--- src/rtl/crc_job_sequencer.sv ---
// Purpose: host-programmed job controller that streams 64-bit words from memory into the checksum engine and captures its result.
// Latency: per word one fetch + read latency + one push cycle; the result lands two cycles after eng_irq; csr_readdata has 1-cycle latency.
// Backpressure: read requests hold address/strobe while rd_waitrequest=1; one read in flight; engine writes never stall.
//
// Ports:
//   clk, reset                         clock, asynchronous active-high reset
//   csr_address/write/writedata/read   CSR slave (0 SRC, 1 LEN, 2 CTRL, 3 STATUS, 4 RESULT)
//   csr_readdata                       registered CSR read data
//   irq                                level interrupt: irq_en & (done | len_err | timeout)
//   rd_*                               Avalon-MM read master toward memory
//   eng_*                              checksum engine slave port and its done interrupt
module crc_job_sequencer #(
    parameter int ADDR_W  = 32,
    parameter int LEN_W   = 32,
    parameter int TIMEOUT = 1024
) (
    input  logic              clk,
    input  logic              reset,
    input  logic [2:0]        csr_address,
    input  logic              csr_write,
    input  logic [31:0]       csr_writedata,
    input  logic              csr_read,
    output logic [31:0]       csr_readdata,
    output logic              irq,
    output logic [ADDR_W-1:0] rd_address,
    output logic              rd_read,
    input  logic              rd_waitrequest,
    input  logic [63:0]       rd_readdata,
    input  logic              rd_readdatavalid,
    output logic [9:0]        eng_address,
    output logic              eng_write,
    output logic [63:0]       eng_writedata,
    output logic              eng_read,
    input  logic [63:0]       eng_readdata,
    input  logic              eng_irq
);

    localparam int TMR_W = $clog2(TIMEOUT + 1);

    typedef enum logic [3:0] {
        S_IDLE, S_LOAD, S_FETCH, S_WAITDATA, S_PUSH,
        S_WAIT_IRQ, S_SETTLE, S_CAPTURE, S_DONE
    } state_t;

    state_t             state;
    logic [31:0]        src_q;
    logic [LEN_W-1:0]   len_q;
    logic               irq_en;
    logic               done_f;
    logic               len_err_f;
    logic               timeout_f;
    logic [31:0]        result_q;
    logic [ADDR_W-1:0]  ptr;
    logic [LEN_W-1:0]   remaining;
    logic [TMR_W-1:0]   timer;
    // Set when an abort leaves a read in flight; its data beat must be swallowed.
    logic               drop_pending;

    logic               busy;
    logic               wr_src, wr_len, wr_ctrl, wr_status;
    logic               ctrl_start, ctrl_abort;
    logic [31:0]        rd_mux;
    logic               unused_eng_hi;

    assign busy       = !(state == S_IDLE || state == S_DONE);
    assign wr_src     = csr_write && (csr_address == 3'd0);
    assign wr_len     = csr_write && (csr_address == 3'd1);
    assign wr_ctrl    = csr_write && (csr_address == 3'd2);
    assign wr_status  = csr_write && (csr_address == 3'd3);
    // Abort beats start when both are in one write.
    assign ctrl_start = wr_ctrl && csr_writedata[0] && !csr_writedata[2];
    assign ctrl_abort = wr_ctrl && csr_writedata[2];
    assign unused_eng_hi = ^eng_readdata[63:32];

    always_comb begin
        rd_mux = 32'h0;
        case (csr_address)
            3'd0:    rd_mux = src_q;
            3'd1:    rd_mux = 32'(len_q);
            3'd2:    rd_mux = {30'h0, irq_en, 1'b0};
            3'd3:    rd_mux = {28'h0, timeout_f, len_err_f, done_f, busy};
            3'd4:    rd_mux = result_q;
            default: rd_mux = 32'h0;
        endcase
    end

    always_ff @(posedge clk or posedge reset) begin
        if (reset) begin
            state         <= S_IDLE;
            src_q         <= '0;
            len_q         <= '0;
            irq_en        <= 1'b0;
            done_f        <= 1'b0;
            len_err_f     <= 1'b0;
            timeout_f     <= 1'b0;
            result_q      <= '0;
            ptr           <= '0;
            remaining     <= '0;
            timer         <= '0;
            drop_pending  <= 1'b0;
            csr_readdata  <= '0;
            irq           <= 1'b0;
            rd_address    <= '0;
            rd_read       <= 1'b0;
            eng_address   <= '0;
            eng_write     <= 1'b0;
            eng_writedata <= '0;
            eng_read      <= 1'b0;
        end else begin
            if (csr_read)
                csr_readdata <= rd_mux;
            if (wr_src && !busy)
                src_q <= csr_writedata;
            if (wr_len && !busy)
                len_q <= LEN_W'(csr_writedata);
            if (wr_ctrl)
                irq_en <= csr_writedata[1];
            // W1C first; any flag set later in this block overrides the clear.
            if (wr_status) begin
                if (csr_writedata[1]) done_f    <= 1'b0;
                if (csr_writedata[2]) len_err_f <= 1'b0;
                if (csr_writedata[3]) timeout_f <= 1'b0;
            end
            irq <= irq_en && (done_f || len_err_f || timeout_f);
            if (rd_readdatavalid)
                drop_pending <= 1'b0;

            eng_write <= 1'b0;
            eng_read  <= 1'b0;

            case (state)
                S_IDLE, S_DONE: begin
                    state <= S_IDLE;
                    if (ctrl_start) begin
                        done_f    <= 1'b0;
                        len_err_f <= 1'b0;
                        timeout_f <= 1'b0;
                        ptr       <= ADDR_W'(src_q);
                        remaining <= len_q;
                        if (len_q == '0) begin
                            len_err_f <= 1'b1;
                            result_q  <= '0;
                            state     <= S_DONE;
                        end else begin
                            state         <= S_LOAD;
                            eng_write     <= 1'b1;
                            eng_address   <= 10'h200;
                            eng_writedata <= 64'(len_q);
                        end
                    end
                end
                S_LOAD: begin
                    state      <= S_FETCH;
                    rd_read    <= 1'b1;
                    rd_address <= ptr;
                end
                S_FETCH: begin
                    if (!rd_waitrequest) begin
                        rd_read <= 1'b0;
                        state   <= S_WAITDATA;
                    end
                end
                S_WAITDATA: begin
                    if (rd_readdatavalid && !drop_pending) begin
                        state         <= S_PUSH;
                        eng_write     <= 1'b1;
                        eng_address   <= 10'h000;
                        eng_writedata <= rd_readdata;
                    end
                end
                S_PUSH: begin
                    ptr       <= ptr + ADDR_W'(8);
                    remaining <= remaining - LEN_W'(1);
                    if (remaining > LEN_W'(1)) begin
                        state      <= S_FETCH;
                        rd_read    <= 1'b1;
                        rd_address <= ptr + ADDR_W'(8);
                    end else begin
                        state <= S_WAIT_IRQ;
                        // Timer holds cycles elapsed since the last push.
                        timer <= TMR_W'(1);
                    end
                end
                S_WAIT_IRQ: begin
                    if (eng_irq) begin
                        state <= S_SETTLE;
                    end else if (timer == TMR_W'(TIMEOUT - 1)) begin
                        timeout_f <= 1'b1;
                        state     <= S_DONE;
                    end else begin
                        timer <= timer + TMR_W'(1);
                    end
                end
                S_SETTLE: begin
                    // Engine accumulator output trails its irq by one cycle.
                    state    <= S_CAPTURE;
                    eng_read <= 1'b1;
                end
                S_CAPTURE: begin
                    result_q <= eng_readdata[31:0];
                    done_f   <= 1'b1;
                    state    <= S_DONE;
                end
                default: state <= S_IDLE;
            endcase

            if (ctrl_abort && busy) begin
                state     <= S_IDLE;
                rd_read   <= 1'b0;
                eng_write <= 1'b0;
                eng_read  <= 1'b0;
                done_f    <= 1'b0;
                timeout_f <= 1'b0;
                if ((state == S_WAITDATA && !rd_readdatavalid) ||
                    (state == S_FETCH && !rd_waitrequest))
                    drop_pending <= 1'b1;
            end
        end
    end

endmodule
--- config.mk ---
export PLATFORM = sky130hd
export DESIGN_NAME = crc_job_sequencer
export DESIGN_NICKNAME = d
export VERILOG_FILES = /design/src/rtl/crc_job_sequencer.sv
export SDC_FILE = /design/constraint.sdc
export NUM_CORES = 1
export LEC_CHECK = 0
export ABC_AREA = 1
export CAP_MARGIN = 5
export CORE_UTILIZATION = 35
export DETAILED_ROUTE_END_ITERATION = 6
export PLACE_DENSITY = 0.67
export SLEW_MARGIN = 5
export SYNTH_ARGS = -nofsm -noshare
export SYNTH_HDL_FRONTEND = slang
export SYNTH_SLANG_ARGS = --single-unit
--- constraint.sdc ---
create_clock -name clk -period 13.52 [get_ports clk]
set_input_delay 1.352 -clock clk [delete_from_list [all_inputs] [get_ports clk]]
set_output_delay 1.352 -clock clk [all_outputs]
set_load 0.01 [all_outputs]
# After elaboration in Yosys (flattened, before gate mapping)

Index checks and enable logic that the tools add are counted.

Output and inout bits: 142
Word-level logic and storage cells: 151
RAM bits: 0
Register bits: 322
Memory bits (read-only): 0
Input bits: 170
Bits in latches: 0
Memories: 0

Order comparisons: 1
Multipliers: 0
Muxes and demuxes: 62
Equality and inequality tests: 25
Divide/modulo/power cells: 0
Add/subtract/negate cells: 3
Reductions and logical operators: 40
Shifts and indexed selects: 0
Bitwise gates (word level): 0

Operators by type and width:

| kind                    | number |
|---|---|
| $pmux W32 S2            | 4 |
| $mux W64                | 3 |
| $mux W32                | 5 |
| $pmux W32 S5            | 1 |
| $pmux W64 S2            | 1 |
| $mux W11                | 3 |
| $add A32 B4 Y32 const B | 1 |
| $gt A32 B1 Y1 const B   | 1 |
| $logic_not A32 Y1       | 1 |
| $pmux W4 S8             | 1 |
| $sub A32 B1 Y32 const B | 1 |
| $mux W10                | 3 |
| $mux W4                 | 7 |
| $mux W1                 | 27 |
| $pmux W11 S2            | 1 |
| $pmux W10 S2            | 1 |
| $eq A4 B3 Y1 const B    | 4 |
| $ne A2 B2 Y1 const B    | 8 |
| $logic_and A1 B1 Y1     | 14 |
| $add A11 B1 Y11 const B | 1 |
| $eq A11 B10 Y1 const B  | 1 |
| $reduce_bool A2 Y1      | 5 |
| $ne A3 B3 Y1 const B    | 3 |
| $reduce_and A3 Y1       | 3 |
| other kinds (18)        | 31 |

# Depth between registers and ports, before layout

Gate-level depths: netlist of the first run.

Depth in word-level cells: 7
Depth in mapped cells: 12

# Worst setup path after synthesis of the first run

Ideal clock, no wire load.

Path kind: in2reg
Start: input port csr_address[0]
End: register eng_writedata[0]
Buffers on the path: 2
Required time: 13.403 ns
Path slack: 10.986 ns
Cell stages on the path: 11
Setup time: 0.117 ns
Data arrival time: 2.417 ns
Cells stage by stage: nand3b_1 -> nor2_4 -> nand2_2 -> inv_2 -> o21ai_2 -> nand2_4 -> inv_2 -> buf_6 -> buf_6 -> nand2_1 -> nand2_1

Cells in the longest elaborated chain, start to end: 6

RTL lines:

| item                               | line | RTL |
|---|---|---|
| from (decl)                        | 19   | `input logic [2:0] csr_address,` |
| $eq A3 B2 Y1                       | 68   | `assign wr_ctrl = csr_write && (csr_address == 3'd2);` |
| $logic_and A1 B1 Y1                | 68   |  |
| $logic_and A1 B1 Y1 (2 in a row)   | 71   | `assign ctrl_start = wr_ctrl && csr_writedata[0] && !csr_writedata[2];` |
| $ne A2 B2 Y1 (no source line)      | --   |  |
| $reduce_and A4 Y1 (no source line) | --   |  |
| to (signal assigned)               | 148  | `eng_writedata <= 64'(len_q);` |
| to (signal assigned)               | 168  | `eng_writedata <= rd_readdata;` |
| to (decl)                          | 32   | `output logic [63:0] eng_writedata,` |

No other way between the ends.
A chain may end at the register's enable or synchronous reset.

# Worst setup path in the final report of the first run

Start: input port csr_address[2]
End: register eng_writedata[51]

The elaborated chain is that of the path after synthesis.

==> results of run 1 <==
metrics by stage:
stage | hold slack [ns] | util [%]
2_1_floorplan | 0.4422 | -
3_3_place_gp | 0.4552 | 42.36
3_5_place_dp | 0.4572 | 42.36
4_1_cts | 0.4713 | 45.41
5_1_grt | 0.4895 | 45.41
6_report | 0.4656 | 45.41
power by group through the flow:
stage | Combinational, W | Clock (W) | Sequential (W)
after global placement | 0.00164 | 0 | 0.00163
after detailed placement | 0.00168 | 0 | 0.00164
after CTS | 0.00169 | 0.00113 | 0.00163
after floorplan | 0.000900 | 0 | 0.00164
final | 0.00168 | 0.00111 | 0.00163
after global routing | 0.00186 | 0.00117 | 0.00168
layer usage:
layer	wire length [µm]	part of all wire (%)	global-route usage [%]
met3	3356	6.3	3.059
met4	1808	3.4	9.089
met5	0	0	0
met2	24700	46	36.64
met1	23820	44	33.55
cell type report:
class,count,area [µm²],area share (%)
inverter,181,686.9,3.428
sequential,313,7833,39.09
clock inverter,22,334.1,1.667
multi-input combinational,1444,6653,33.20
tap,592,740.7,3.697
timing repair buffer,279,2778,13.86
clock buffer,43,1011,5.046
critical path, cell delays in order:
cell,delay (ns)
clkdlybuf4s50_1,0.52
inv_2,0.07
nand3b_1,0.16
nor2_4,0.07
nand2_2,0.05
buf_4,0.60
inv_2,0.38
o21ai_2,0.22
nand2_4,0.27
inv_2,0.88
nand2_1,0.15
nand2_1,0.12
path summary, 6_finish.rpt:
kind | endpoint | slack [ns] | cells past startpoint
hold / removal | eng_writedata[18] | 0.47 | 2
setup / recovery | eng_writedata[51] | 9.07 | 12
max in group asynchronous | eng_writedata[18] | 10.54 | 3
setup reg to reg | eng_writedata[51] | 9.96 | 11
min in group asynchronous | csr_readdata[13] | 1.40 | 2
hold reg to reg | eng_writedata[18] | 0.47 | 2
cell usage after synthesis, types with 3 or more instances:
| library cell | count |
|---|---|
| a21oi_1 | 21 |
| a22oi_1 | 6 |
| a31oi_1 | 3 |
| and2_1 | 3 |
| buf_2 | 35 |
| buf_4 | 10 |
| buf_6 | 9 |
| clkbuf_1 | 44 |
| dfrtp_1 | 313 |
| ha_1 | 4 |
| inv_1 | 164 |
| inv_2 | 16 |
| mux2_2 | 28 |
| nand2_1 | 788 |
| nand2_2 | 7 |
| nand3_1 | 103 |
| nand4_1 | 24 |
| nor2_1 | 151 |
| nor2_2 | 10 |
| nor3_1 | 6 |
| o211ai_1 | 11 |
| o21ai_0 | 171 |
| o21ai_1 | 15 |
| o221ai_1 | 39 |
| o22ai_1 | 16 |
| xor2_1 | 13 |
state kept, by name, indices dropped and copies added (netlist names), 4 cells and up:
name and flops:
len_q 32, eng_writedata 64, state 4, remaining 32
rd_address 32, ptr 32, result_q 32, src_q 32
timer 11, csr_readdata 32
cell families (layout without fill, tap and decap cells):
kind of cell,after synthesis,in the layout,share of synthesized area (%)
other cells,1,9,0.02400
buf+inv,279,525,7.656
flops,313,313,50.13
simple gates,1100,1100,28.31
xor+xnor,15,15,0.8409
fa+ha+maj,4,4,0.3203
compound gates,288,288,10.70
mux,28,28,2.018
==> results by group, run 1 <==
Outcome
  – Status: complete, no violations

Setup path
  – Critical Path Source: csr_address[2]
  – RR Startpoint: state[1]
  – CP endpoint kind: register
  – Required @ worst endpoint: 14.00 ns
  – Max FO, Critical Path: between 60 and 70
  – Startpoint Class: primary input
  – Crit Path Class: primary input to register
  – CP arrival: 4.93 ns

Final layout
  – Non-filler instance count after layout: 2874
  – Final #Nets: 2430
  – Area Growth Syn to Fin: 28.24%
  – Most common cell after layout, fill and taps aside: nand2_1
  – Antenna diode count: 0
  – Layout cells sized above 1: 6.354%
  – Fillers: 4397
  – Final instance area: roughly 20000 µm²
  – Commonest non-fill, non-tap cells in the layout: 787 x nand2_1, 313 x dfrtp_1, 269 x clkdlybuf4s50_1, 171 x o21ai_0, 163 x inv_1

Pwr
  – Clock power frac: 25.2%
  – PD cells: between 200 and 250 nW/µm²
  – Pint: 0.002695 W
  – Flop pwr share: roughly 37%
  – Net Switching: 0.001727 W
  – Tot Pwr: 0.004422 W
  – Sw Ratio: 39.06%
  – Leak: 9.261 nW
  – Max VDD drop: 0.00008780 V
  – Logic pwr share: between 30% and 40%

Synthesis
  – Top cell type's share of synthesized area: 50.13%
  – Top cell type by total area after synthesis: dfrtp_1
  – Flops & latches, synth: 313
  – Ys flop type: dfrtp_1
  – Synth Instances: 2028
  – EDFF count, synth: 0
  – Area contributors post-synth: dfrtp_1 50%, nand2_1 19%, o21ai_0 5.5%
  – Mapped Avg Cell Area: just under 8 µm²
  – Seq/Total Area, Yosys: 50.13%
  – Mapped cell area: 15620 µm²
  – Syn. warnings: 0
  – Synth cell types: 39
  – Post-synth ARST share: 100.0%

Flow run
  – Max Cap Viol: 0

Floorplanning
  – Die Span Y: 213.3 µm
  – Initial core utilization: roughly 35%
  – # rows: 77
  – Core outline area: ~44000 µm²
  – I/O pins: 312
  – Die X: 213.3 µm
  – Die footprint: 45490 µm²

CTS
  – Resized Gates After CTS: 0
  – Root Driver: clkbuf_16
  – Max Buffers Root-to-Sink: 3
  – Hold_buf cts: 0
  – # Post-CTS Setup Buffers: 0
  – TritonCTS buffer count: 37
  – Clock transition at path regs: 0.06 ns
  – CTS sink cnt: 313
  – Worst-skew pair later-pin latency: 0.56 ns
  – H-tree Lvls: 2
  – CTS tree: done

GRT
  – Initial antenna violation count: 0
  – Vias in the first global route: roughly 14000
  – Largest net degree at the start of global routing: ~190
  – First-pass GRT wire length: 81680 µm
  – Grt total ovfl: 0
  – Total track usage: 23.66%

STA
  – Setup TNS: 0 ns
  – Final count of pins violating max slew: 0
  – Worst setup margin: roughly 9.1 ns
  – Worst Skew: 0.01706 ns
  – Unrepaired setup endpoints after global routing: no
  – Hold Fails Final Rpt: 0
  – Final Setup Violations: 0
  – Max frequency: 224.7 MHz
  – Min cycle time layout: ~4.5 ns
  – Least-Margin Pin Slew: approximately 1.1 ns
  – Worst relative slew slack: between 20 and 30%
  – Final period util: 32.92%

Place
  – DPL Wire Length: 38540 µm
  – Placed instance area: 18690 µm²
  – # port buffers: 270
  – Inst Count DP: 2809
  – Gpl congestion: ~0.9
  – Worst slack, placed: around 8.5 ns

Drt
  – Via count: 14550
  – DRT Pass-1 Iters: 6
  – Avg Vias per Cell: between 5 and 6
  – Wire length per cell: 18.68 µm
  – DRT antenna net count: 0
  – Initial drt markers: 1274
  – Drc violations: 0
  – Drt total wl: between 50000 and 60000 µm

Hold path
  – Worst Hold Class: register to register
  – Hold Startpoint: eng_writedata[18]
Note: power is estimated with default switching activity, not from simulation.
==> inputs of run 2 (changes only) <==
- PLACE_DENSITY: 0.67 -> 0.69
- clock period: 13.52 -> 3.8 ns (I/O delays scaled with it)
==> results by group, run 2 (synthesis results as in run 1) <==
Outcome
  – Status: complete, no violations (unchanged)

Final layout
  – Max FFs per register: 64 (unchanged)
  – Final Util: 45.66% (was 45.41%)
  – Layout cells sized above 1: 6.835% (was 6.354%)
  – Commonest non-fill, non-tap cells in the layout: 788 x nand2_1, 313 x dfrtp_1, 269 x clkdlybuf4s50_1, 171 x o21ai_0, 163 x inv_1 (was 787 x nand2_1, 313 x dfrtp_1, 269 x clkdlybuf4s50_1, 171 x o21ai_0, 163 x inv_1)
  – Fillers: 4335 (was 4397)
  – Area Growth Syn to Fin: 28.97% (was 28.24%)
  – Final #Nets: 2444 (was 2430)
  – Non-filler instance count after layout: 2890 (was 2874)
  – Biggest register: eng_writedata (unchanged)
  – Most common cell after layout, fill and taps aside: nand2_1 (unchanged)

CTS
  – Resized Gates After CTS: 0 (unchanged)
  – CTS tree: done (unchanged)
  – Max Buffers Root-to-Sink: 3 (unchanged)
  – CTS sink cnt: 313 (unchanged)
  – Clock transition at path regs: 0.06 ns (about the same)
  – Root Driver: clkbuf_16 (unchanged)
  – # Post-CTS Setup Buffers: 0 (unchanged)
  – Hold_buf cts: 0 (unchanged)
  – Worst-skew pair later-pin latency: 0.56 ns (about the same)
  – H-tree Lvls: 2 (unchanged)
  – TritonCTS buffer count: 36 (was 37)

Drt
  – Wire length per cell: 18.61 µm (was 18.68 µm)
  – DRT antenna net count: 0 (unchanged)
  – Drt total wl: 53770 µm (was 53680 µm)
  – Via count: 14690 (was 14550)
  – Drc violations: 0 (unchanged)
  – Initial drt markers: 1369 (was 1274)
  – DRT Pass-1 Iters: 5 (was 6)
  – Avg Vias per Cell: 5.082 (was 5.062)

Setup path
  – Crit Path Class: register to register (was primary input to register)
  – CP arrival: 3.22 ns (was 4.93 ns)
  – Max FO, Critical Path: 65 (unchanged)
  – CP endpoint kind: register (unchanged)
  – Required @ worst endpoint: 4.28 ns (was 14.00 ns)
  – Startpoint Class: register (was primary input)

Floorplanning
  – Die Span Y: 213.3 µm (unchanged)
  – Initial core utilization: 35.41% (unchanged)
  – Core outline area: 44120 µm² (unchanged)
  – Die footprint: 45490 µm² (unchanged)
  – Die X: 213.3 µm (unchanged)
  – I/O pins: 312 (unchanged)
  – # rows: 77 (unchanged)

GRT
  – Largest net degree at the start of global routing: 74 (was 189)
  – Total track usage: 23.67% (was 23.66%)
  – Grt total ovfl: 0 (unchanged)
  – Vias in the first global route: 13810 (was 13730)
  – Initial antenna violation count: 2 (was 0)
  – First-pass GRT wire length: 81630 µm (was 81680 µm)

STA
  – Least-Margin Pin Slew: 1.102 ns (was 1.110 ns)
  – Worst Skew: 0.03184 ns (was 0.01706 ns)
  – Final period util: roughly 72%
  – Min cycle time layout: 2.742 ns
  – Final Setup Violations: 0 (unchanged)
  – Final count of pins violating max slew: 0 (unchanged)
  – Setup TNS: 0 ns (unchanged)
  – Unrepaired setup endpoints after global routing: no (unchanged)
  – Final hold slack: 0.3603 ns (was 0.4656 ns)
  – Worst setup margin: 1.058 ns (was 9.069 ns)
  – Max frequency: 364.6 MHz
  – Worst relative slew slack: 26.40% (was 25.92%)
  – Hold Fails Final Rpt: 0 (unchanged)

Place
  – DPL Wire Length: 39590 µm (was 38540 µm)
  – # port buffers: 270 (unchanged)
  – Gpl congestion: 0.9585 (was 0.9050)
  – Worst slack, placed: 0.6537 ns (was 8.542 ns)
  – Inst Count DP: 2824 (was 2809)

Flow run
  – Max Cap Viol: 0 (unchanged)

Pwr
  – Max VDD drop: 0.0003330 V (was 0.00008780 V)
  – Leak: 9.320 nW (was 9.261 nW)
  – PD cells: 777.3 nW/µm² (was 220.7 nW/µm²)

Hold path
  – Worst Hold Class: primary input to register (was register to register)
run 2: changes by cell type in the layout (fill, tap and decap cells not counted), moves of 2 or more:
cell	delta
clkbuf_16	-2
clkinv_2	-3
inv_6	+2
buf_4	+12
buf_12	+3
clkbuf_8	+4
run 2: report_power, final:
| group | switching [W] | internal, W | total (W) |
|---|---|---|---|
| Clock | 0.00148 | 0.00239 | 0.00387 |
| Combinational | 0.00363 | 0.00236 | 0.00599 |
| Sequential | 0.00102 | 0.00478 | 0.00580 |
| Total | 0.00613 | 0.00954 | 0.0157 |
run 2: critical path, stage by stage, from the launching register on:
cell,delay [ns]
dfrtp_1,0.36
inv_1,0.28
nand3_1,0.12
nor2_1,0.11
nand2_1,0.13
o21ai_2,0.26
nand2_4,0.26
inv_2,0.88
nand2_1,0.14
nand2_1,0.11
run 2: routing by layer:
metal  share of wire (%)  up-vias  wire length, µm  track usage, %
li1                    -     6990                -               -
met1                  44     7057            23630           33.43
met2                  46      565            24920           36.86
met3                 6.8       75             3668           3.412
met4                 2.9        0             1552           8.350
met5                   0        -                0               0
run 2: per-stage QoR:
stage	total power (W)	area (µm²)
6_report	0.01566	20150
5_1_grt	0.01669	20150
4_1_cts	0.01575	20150
3_5_place_dp	0.01179	18830
3_3_place_gp	0.01164	18830
2_1_floorplan	0.009028	15660
run 2: cell type report:
cell class	count	area, µm²	share of cell area, %
Sequential cell	313	7833	38.87
Inverter	181	683.2	3.390
Timing Repair Buffer	294	2928	14.53
Tap cell	592	740.7	3.676
Multi-Input combinational cell	1444	6645	32.98
Antenna cell	1	2.502	0.01242
Clock buffer	46	1020	5.061
Clock inverter	19	297.8	1.478
run 2: final timing paths:
path | startpoint | end | slack (ns) | cells past startpoint
min | rd_readdata[46] | eng_writedata[46] | 0.36 | 3
max | len_q[17] | eng_writedata[30] | 1.06 | 9
min reg2reg | eng_writedata[40] | eng_writedata[40] | 0.47 | 2
max in group asynchronous | reset | csr_readdata[11] | 2.44 | 3
min in group asynchronous | reset | rd_address[19] | 0.38 | 2
max reg2reg | len_q[17] | eng_writedata[30] | 1.06 | 9
==> inputs of run 3 (changes only) <==
- clock period: 3.8 -> 2.34 ns (I/O delays scaled with it)
==> results by group, run 3 (synthesis results as in run 1) <==
STA
  – Worst Skew: 0.01309 ns (was 0.03184 ns)
  – Final count of pins violating max slew: 0 (unchanged)
  – Least-Margin Pin Slew: 0.5498 ns (was 1.102 ns)
  – Max frequency: 470.5 MHz (was 364.6 MHz)
  – Unrepaired setup endpoints after global routing: no (unchanged)
  – Min cycle time layout: 2.126 ns (was 2.742 ns)
  – Final Setup Violations: 0 (unchanged)
  – Worst relative slew slack: 63.35% (was 26.40%)
  – Hold Fails Final Rpt: 0 (unchanged)
  – Final hold slack: 0.2308 ns (was 0.3603 ns)
  – Final period util: 90.84% (was 72.17%)
  – Setup TNS: 0 ns (unchanged)

Setup path
  – End of the worst register-to-register path: rd_address[8] (was eng_writedata[30])
  – Startpoint Class: register (unchanged)
  – Max FO, Critical Path: 31 (was 65)
  – Critical Path Source: remaining[0] (was len_q[17])
  – CP endpoint kind: register (unchanged)
  – Reg2Reg Setup Slack: 0.21 ns (was 1.06 ns)
  – RR Startpoint: remaining[0] (was len_q[17])
  – Crit path capture: rd_address[8] (was eng_writedata[30])
  – Crit Path Class: register to register (unchanged)
  – CP arrival: 2.55 ns (was 3.22 ns)
  – Required @ worst endpoint: 2.76 ns (was 4.28 ns)
  – Reg2reg path depth: 12 (was 9)

GRT
  – First-pass GRT wire length: 81910 µm (was 81630 µm)
  – Initial antenna violation count: 1 (was 2)
  – Vias in the first global route: 14080 (was 13810)
  – Total track usage: 23.77% (was 23.67%)
  – Grt total ovfl: 0 (unchanged)
  – Largest net degree at the start of global routing: 89 (was 74)

CTS
  – CTS tree: done (unchanged)
  – H-tree Lvls: 2 (unchanged)
  – CTS sink cnt: 313 (unchanged)
  – Root Driver: clkbuf_16 (unchanged)
  – Worst-skew pair later-pin latency: 0.54 ns (was 0.56 ns)
  – Max Buffers Root-to-Sink: 3 (unchanged)
  – TritonCTS buffer count: 36 (unchanged)
  – Clock transition at path regs: 0.06 ns (about the same)

Final layout
  – Max FFs per register: 64 (unchanged)
  – Antenna diode count: 0 (was 1)
  – Final #Nets: 2474 (was 2444)
  – Area Growth Syn to Fin: 30.65% (was 28.97%)
  – Multi-input logic area: 6656 µm² (was 6645 µm²)
  – Reg area: 7833 µm² (unchanged)
  – Fillers: 4357 (was 4335)
  – Biggest register: eng_writedata (unchanged)
  – Commonest non-fill, non-tap cells in the layout: 788 x nand2_1, 313 x dfrtp_1, 269 x clkdlybuf4s50_1, 171 x o21ai_0, 163 x inv_1 (unchanged)
  – Final Util: 46.26% (was 45.66%)
  – Layout cells sized above 1: 7.838% (was 6.835%)
  – Most common cell after layout, fill and taps aside: nand2_1 (unchanged)

Floorplanning
  – Die footprint: 45490 µm² (unchanged)
  – I/O pins: 312 (unchanged)
  – Core outline area: 44120 µm² (unchanged)
  – # rows: 77 (unchanged)
  – Die X: 213.3 µm (unchanged)
  – Initial core utilization: 35.41% (unchanged)
  – Die Span Y: 213.3 µm (unchanged)

Pwr
  – Flop pwr share: 37.0% (was 37.1%)
  – Net Switching: 0.009949 W (was 0.006125 W)
  – Sw Ratio: 39.11% (about the same)
  – Logic pwr share: 39.9% (was 38.2%)
  – Pint: 0.01549 W (was 0.009536 W)
  – Tot Pwr: 0.02544 W (was 0.01566 W)
  – Clock power frac: 23.1% (was 24.7%)
  – PD cells: 1246 nW/µm² (was 777.3 nW/µm²)
  – Max VDD drop: 0.0004881 V (was 0.0003330 V)
  – Leak: 9.473 nW (was 9.320 nW)

Hold path
  – Worst Hold Class: primary input to register (unchanged)

Place
  – Gpl congestion: 0.9624 (was 0.9585)
  – DPL Wire Length: 40570 µm (was 39590 µm)
  – # port buffers: 270 (unchanged)

Outcome
  – Status: complete, no violations (unchanged)

Drt
  – Avg Vias per Cell: 5.044 (was 5.082)
  – Wire length per cell: 18.50 µm (was 18.61 µm)
  – Drt total wl: 53910 µm (was 53770 µm)
  – DRT Pass-1 Iters: 5 (unchanged)
  – Initial drt markers: 1310 (was 1369)
  – DRT antenna net count: 0 (unchanged)
  – Drc violations: 0 (unchanged)
  – Via count: 14700 (was 14690)

Flow run
  – Max Cap Viol: 0 (unchanged)
run 3: worst min path at each step:
stage / startpoint / end / slack [ns] / depth (start not counted)
floorplan: rd_readdatavalid / drop_pending / 0.34 / 1
global placement: eng_writedata[39] / eng_writedata[39] / 0.45 / 2
detailed placement: eng_writedata[50] / eng_writedata[50] / 0.46 / 2
CTS: rd_readdata[50] / eng_writedata[50] / 0.21 / 3
global route: rd_readdata[46] / eng_writedata[46] / 0.24 / 3
finish: rd_readdata[55] / eng_writedata[55] / 0.23 / 3
run 3: cell type report:
type | count | area share (%)
sequential | 313 | 38.37
multi-input combinational | 1444 | 32.61
timing repair buffer | 324 | 16.12
clock buffer | 49 | 5.149
tap | 592 | 3.629
inverter | 181 | 3.347
clock inverter | 11 | 0.7723
run 3: worst max-delay path, stage by stage (launching register included):
cell and delay, ns:
dfrtp_1 0.38, inv_1 0.12, ha_2 0.25, nand2_2 0.11, nor2_4 0.19, nand2_1 0.11, nand2_2 0.12, nand2_2 0.09
nand2_8 0.14, nand2_2 0.07, buf_4 0.25, nand2_1 0.12, nand2_1 0.05
run 3: power by group through the flow:
stage,registers (W),clock network (W),logic [W]
after floorplan,0.00946,0,0.00520
after global placement,0.00939,0,0.00992
after detailed placement,0.00946,0,0.0101
after CTS,0.00940,0.00599,0.0102
after global routing,0.00969,0.00619,0.0113
final,0.00941,0.00588,0.0102
run 3: through the flow:
step                area [µm²]  std cells  setup slack [ns]
floorplan                15660       2036            -2.063
global placement         19190       2854            0.1054
detailed placement       19190       2854           0.07043
CTS                      20400       2914            0.1648
global route             20410       2914           0.02458
finish                   20410       2914            0.2145
run 3: layer usage:
| metal | global-route usage (%) | wire [µm] | share of wire (%) | vias to the layer above |
|---|---|---|---|---|
| met2 | 36.52 | 24640 | 46 | 545 |
| li1 | - | - | - | 7025 |
| met5 | 0 | 0 | 0 | - |
| met4 | 9.680 | 2027 | 3.8 | 0 |
| met3 | 3.486 | 3773 | 7.0 | 99 |
| met1 | 33.48 | 23480 | 44 | 7030 |
run 3: what timing repair did:
action | in CTS | in global routing
setup endpoints to repair | 0 | 25
setup buffers | 0 | 0
resized for setup | 0 | 2
hold buffers | 0 | 0
